File: src/rtl/reg_file_mp.sv
// Multi-port integer register file: two write ports, x0 hardwired to zero,
// optional write-to-read bypass, pending scoreboard, sequenced initialisation.
module reg_file_mp #(
    parameter int XLEN      = 64,
    parameter int NREG      = 32,
    parameter int NRD       = 2,
    parameter int INIT_MODE = 1,
    parameter int BYPASS    = 1,
    localparam int AW       = (NREG > 1) ? $clog2(NREG) : 1
) (
    input  logic                clock,
    input  logic                reset,
    input  logic [NRD*AW-1:0]   rd_addr,
    output logic [NRD*XLEN-1:0] rd_data,
    input  logic                wr0_en,
    input  logic [AW-1:0]       wr0_addr,
    input  logic [XLEN-1:0]     wr0_data,
    input  logic                wr1_en,
    input  logic [AW-1:0]       wr1_addr,
    input  logic [XLEN-1:0]     wr1_data,
    input  logic                busy_set_en,
    input  logic [AW-1:0]       busy_set_addr,
    input  logic                init_req,
    output logic                ready,
    output logic [NREG-1:0]     pending
);

    typedef enum logic {ST_INIT, ST_RUN} state_t;

    state_t            state, state_nxt;
    logic [AW-1:0]     idx;
    logic              run;
    logic              last_idx;
    logic [XLEN-1:0]   init_word;
    logic              wr0_ok, wr1_ok, busy_ok;
    logic [XLEN-1:0]   mem [NREG];
    logic [NREG-1:0]   pending_q, pending_nxt;

    // x0 and out-of-range addresses are never written, set or forwarded.
    function automatic logic addr_ok(input logic [AW-1:0] a);
        return (a != '0) && (int'(a) < NREG);
    endfunction

    always_ff @(posedge clock or negedge reset) begin
        if (!reset) state <= ST_INIT;
        else        state <= state_nxt;
    end

    always_comb begin
        state_nxt = state;
        case (state)
            ST_INIT: if (last_idx) state_nxt = ST_RUN;
            ST_RUN:  if (init_req) state_nxt = ST_INIT;
            default: state_nxt = ST_INIT;
        endcase
    end

    always_comb begin
        run   = (state == ST_RUN);
        ready = run;
    end

    assign last_idx  = (idx == AW'(NREG - 1));
    assign init_word = (INIT_MODE != 0) ? XLEN'(idx) : '0;

    always_ff @(posedge clock or negedge reset) begin
        if (!reset)                idx <= '0;
        else if (state == ST_INIT) idx <= last_idx ? '0 : idx + AW'(1);
        else if (init_req)         idx <= '0;
    end

    assign wr0_ok  = run && wr0_en && addr_ok(wr0_addr);
    assign wr1_ok  = run && wr1_en && addr_ok(wr1_addr);
    assign busy_ok = run && busy_set_en && addr_ok(busy_set_addr);

    // Storage is not reset; INIT sweeps every entry instead. wr1 is written last so it wins.
    always_ff @(posedge clock) begin
        if (!run) begin
            mem[idx] <= init_word;
        end else begin
            if (wr0_ok) mem[wr0_addr] <= wr0_data;
            if (wr1_ok) mem[wr1_addr] <= wr1_data;
        end
    end

    // A fresh issue outranks a retiring writeback to the same register.
    always_comb begin
        pending_nxt = pending_q;
        if (wr0_ok)  pending_nxt[wr0_addr]      = 1'b0;
        if (wr1_ok)  pending_nxt[wr1_addr]      = 1'b0;
        if (busy_ok) pending_nxt[busy_set_addr] = 1'b1;
        pending_nxt[0] = 1'b0;
    end

    always_ff @(posedge clock or negedge reset) begin
        if (!reset)   pending_q <= '0;
        else if (run) pending_q <= init_req ? '0 : pending_nxt;
    end

    assign pending = pending_q;

    for (genvar k = 0; k < NRD; k++) begin : g_rd
        logic [AW-1:0]   ra;
        logic [XLEN-1:0] word;

        assign ra = rd_addr[k*AW +: AW];

        always_comb begin
            word = '0;
            if (run && addr_ok(ra)) begin
                if ((BYPASS != 0) && wr1_ok && (wr1_addr == ra))
                    word = wr1_data;
                else if ((BYPASS != 0) && wr0_ok && (wr0_addr == ra))
                    word = wr0_data;
                else
                    word = mem[ra];
            end
        end

        assign rd_data[k*XLEN +: XLEN] = word;
    end

endmodule

File: config.mk
export PLATFORM = sky130hd
export DESIGN_NAME = reg_file_mp
export DESIGN_NICKNAME = d
export VERILOG_FILES = /design/src/rtl/reg_file_mp.sv
export SDC_FILE = /design/constraint.sdc
export NUM_CORES = 2
export LEC_CHECK = 0
export CORE_ASPECT_RATIO = 0.8
export CORE_MARGIN = 2
export CORE_UTILIZATION = 45
export CTS_CLUSTER_DIAMETER = 200
export DETAILED_ROUTE_END_ITERATION = 12
export PLACE_DENSITY = 0.62
export SYNTH_ARGS = -nofsm -noshare
export SYNTH_HDL_FRONTEND = slang
export SYNTH_SLANG_ARGS = --single-unit
File: constraint.sdc
create_clock -name clock -period 13.56 [get_ports clock]
set_input_delay 3.39 -clock clock [delete_from_list [all_inputs] [get_ports clock]]
set_output_delay 3.39 -clock clock [all_outputs]
set_load 0.05 [all_outputs]
==> run metrics <==
status=finished, violations left; violated checks=max-capacitance violations; Sink Count=~2100; TritonCTS Buffers=between 200 and 250; Least-Margin Pin Slew=between 1 and 1.5 ns; Worst path slowest cell=nor2_4; Post-DRT Antenna Nets=0; buffers plus inverters on the worst setup path=4; DIE WIDTH=between 500 and 600 um; Worst EP arrival=8.88 ns; synth cell count leaders=edfxtp_1 (2048), nand2_1 (2047), o21ai_0 (1860), mux2i_1 (1043), clkbuf_1 (850); CP peak stage delay=about 1.2 ns; initial antenna violation count=9; Max FO, Critical Path=25; clock latency on the worst-skew pair=0.90 ns; Yosys top cell area share=~51%; number of post-CTS setup repair buffers=0; post_cts resized=0; Yosys reg bits=roughly 2100; CTS tree=done; main area contributors after synthesis=edfxtp_1 (51%), mux4_2 (9.5%), mux2i_1 (8.6%), o21ai_0 (7.7%), nand2_1 (6.4%); clk buf depth=4; largest net degree at the start of global routing=135; pwr dens=around 140 mW/mm^2; CP top delay family=buffers and inverters; via count=97600; mean post-synth cell area=10.9 um^2; core region area=0.268 mm^2; Hold Fails Final Rpt=0; row cnt=170; Layout area overhead=9.60%; Period minus WS final=between 10 and 15 ns; final net count=between 10000 and 15000; Clk Tree Root Cell=clkbuf_16; Routed WL=slightly below 500 mm; number of flops mapped to enable cells by yosys=just over 2000; largest area contributor in the netlist=edfxtp_1; CP Capture Type=output pin; I/O Buffers=approximately 320; Post-CTS Hold Fix Bufs=0; sequential area share after synthesis=about half; Die H=468 um; Rel. slew slack=less than 1%; share of layout cells above drive strength 1=11.4%; GPL Wtd Cong=around 0.9; critical path class=input port to output pin; Yosys cell types=between 60 and 70; Async SR Flop Fraction=roughly 1.8%; Syn. warnings=0; full die area=~0.27 mm^2; GRT Total Usage=a little over a third; Avg WL per Cell=approximately 34 um; Congestion Overflow GR=0; peak supply drop=roughly 110 uV; Via density=6.84; number of remaining DRC errors=0; DP HPWL=267 mm; Non-Filler Instances=14300; IO Pins=320; Initial DRC Count=around 16000; Worst Hold Class=flip-flop to flip-flop; clk slew on worst S/H paths=0.06 ns; Worst EP required=roughly 10 ns; Final period util=about nine tenths; Synth Flop Type=edfxtp_1; synthesized instance count=11100; Peak Freq=81.5 MHz; Cells after DPL=between 10000 and 15000; Clock Skew=roughly 0.047 ns; Cell Area, Synth=between 0.1 and 0.15 mm^2; # H-tree levels=4; cell leakage power=0.0442 uW; global-route wire length before repair=~680 mm; max cap viols=2; RSZ-0062 raised after global routing=false; syn nets=around 11000; max-slew violation count=0; vias in the first global route=between 90000 and 100k; DRT Pass-1 Iters=6; setup TNS=0 ns; cell with the most instances after synthesis=edfxtp_1; Startpoint Class=input port; filler cell count=23200; initial core utilization=a little under half; CP cell instances=clkdlybuf4s50_1 > nor2_4 > buf_4 > buf_4 > nand3_1 > nand4_1 > a22oi_1 > a21oi_1 > clkdlybuf4s50_1; Final setup viols=0
## flip-flops by register name (all words and copies together), names as in the netlist
| register | flops |
|---|---|
| idx | 5 |
| pending | 31 |
| ready | 1 |
| mem | 2048 |
## layer usage
layer / part of all wire (%) / routed length, um / global-route usage [%] / up-vias
met2: 43 / 208000 / 51.7 / 8077
met5: 0.0020 / 10 / 0 / -
met1: 36 / 175000 / 46.6 / 47400
met4: 6.6 / 32000 / 19.2 / 2
li1: - / - / - / 40500
met3: 15 / 73600 / 9.61 / 1627
## kinds of logic after synthesis
group | Yosys count | synth area share (%)
DFF | 2085 | 51.6
buffers and inverters | 1455 | 5.17
muxes | 1559 | 18.2
other | 1 | 0.00310
xor gates and xnor gates | 22 | 0.159
adders and majority gates | 2 | 0.0207
AOI/OAI and AO/OA | 3120 | 15.2
and+or+nand+nor | 2889 | 9.68
## worst register-to-register path, stage by stage, from the launching register on
cell	delay, ns
dfrtp_1	0.42
buf_4	0.39
nand4_1	0.80
nor2_4	1.43
buf_4	0.89
buf_4	0.61
o21ai_0	0.17
## worst paths after layout
| path | startpoint | slack, ns | end | depth (start not counted) |
|---|---|---|---|---|
| setup / recovery | rd_addr[9] | 1.29 | rd_data[122] | 9 |
| hold / removal | pending[10] | 0.51 | pending[10] | 1 |
| setup reg to reg | ready | 8.52 | mem[3][38] | 6 |
| hold reg to reg | pending[10] | 0.51 | pending[10] | 1 |
| max in group asynchronous | reset | 10.28 | pending[26] | 2 |
| min in group asynchronous | reset | 2.93 | pending[23] | 2 |
## through the flow
| step | utilization, % | total power, uW | hold WS [ns] | cell area (um^2) | setup slack (ns) |
|---|---|---|---|---|---|
| 2_1_floorplan | - | 10800 | 0.604 | 121000 | 3.68 |
| 3_3_place_gp | 47.0 | 12100 | 0.486 | 126000 | 1.63 |
| 6_report | 49.5 | 18200 | 0.513 | 133000 | 1.29 |
| 3_5_place_dp | 47.0 | 12300 | 0.500 | 126000 | 1.68 |
| 4_1_cts | 49.5 | 18000 | 0.513 | 132000 | 1.66 |
| 5_1_grt | 49.5 | 18600 | 0.531 | 133000 | 1.42 |
## power breakdown
group          switching [uW]  internal [uW]  leakage, uW
combinational            2670           1150       0.0219
sequential                351           8110       0.0190
clock                    2700           3210      0.00324
## layout make-up
type	instances	area, um^2	area share, %
multi-input combinational	7593	53000	40.0
clock inverter	127	981	0.740
tap	3526	4410	3.33
timing repair buffer	592	5750	4.34
sequential	2085	62400	47.1
inverter	69	259	0.195
antenna	8	20.0	0.0151
clock buffer	265	5670	4.28
## layout by cell type, fill, tap and decap left out, types with 7 or more instances in the layout
cell type | synthesis | final
edfxtp_1 | 2048 | 2048
nand2_1 | 2047 | 2047
o21ai_0 | 1860 | 1832
mux2i_1 | 1043 | 1039
a22oi_1 | 695 | 695
mux4_2 | 508 | 508
a21oi_1 | 367 | 366
nand3_1 | 327 | 327
nor2_1 | 348 | 313
clkdlybuf4s50_1 | 0 | 312
buf_4 | 66 | 235
clkbuf_16 | 0 | 221
nand4_1 | 76 | 76
inv_1 | 68 | 68
clkinv_1 | 1 | 58
a22o_1 | 57 | 57
clkbuf_1 | 850 | 45
nor2_4 | 1 | 43
a221oi_2 | 40 | 40
clkinv_2 | 0 | 38
dfrtp_1 | 37 | 37
buf_12 | 0 | 37
o21ai_4 | 0 | 31
o2bb2ai_1 | 27 | 27
a32oi_1 | 20 | 19
nor3_1 | 15 | 15
a221oi_1 | 15 | 15
nand2b_1 | 15 | 14
nor2b_1 | 18 | 13
bufinv_16 | 0 | 13
xor2_1 | 11 | 11
xnor2_1 | 11 | 11
clkinvlp_4 | 0 | 10
diode_2 | 0 | 8
nand3b_1 | 8 | 8
mux2_2 | 7 | 7
a32o_1 | 7 | 7
Power figures use the tool's default switching activity.
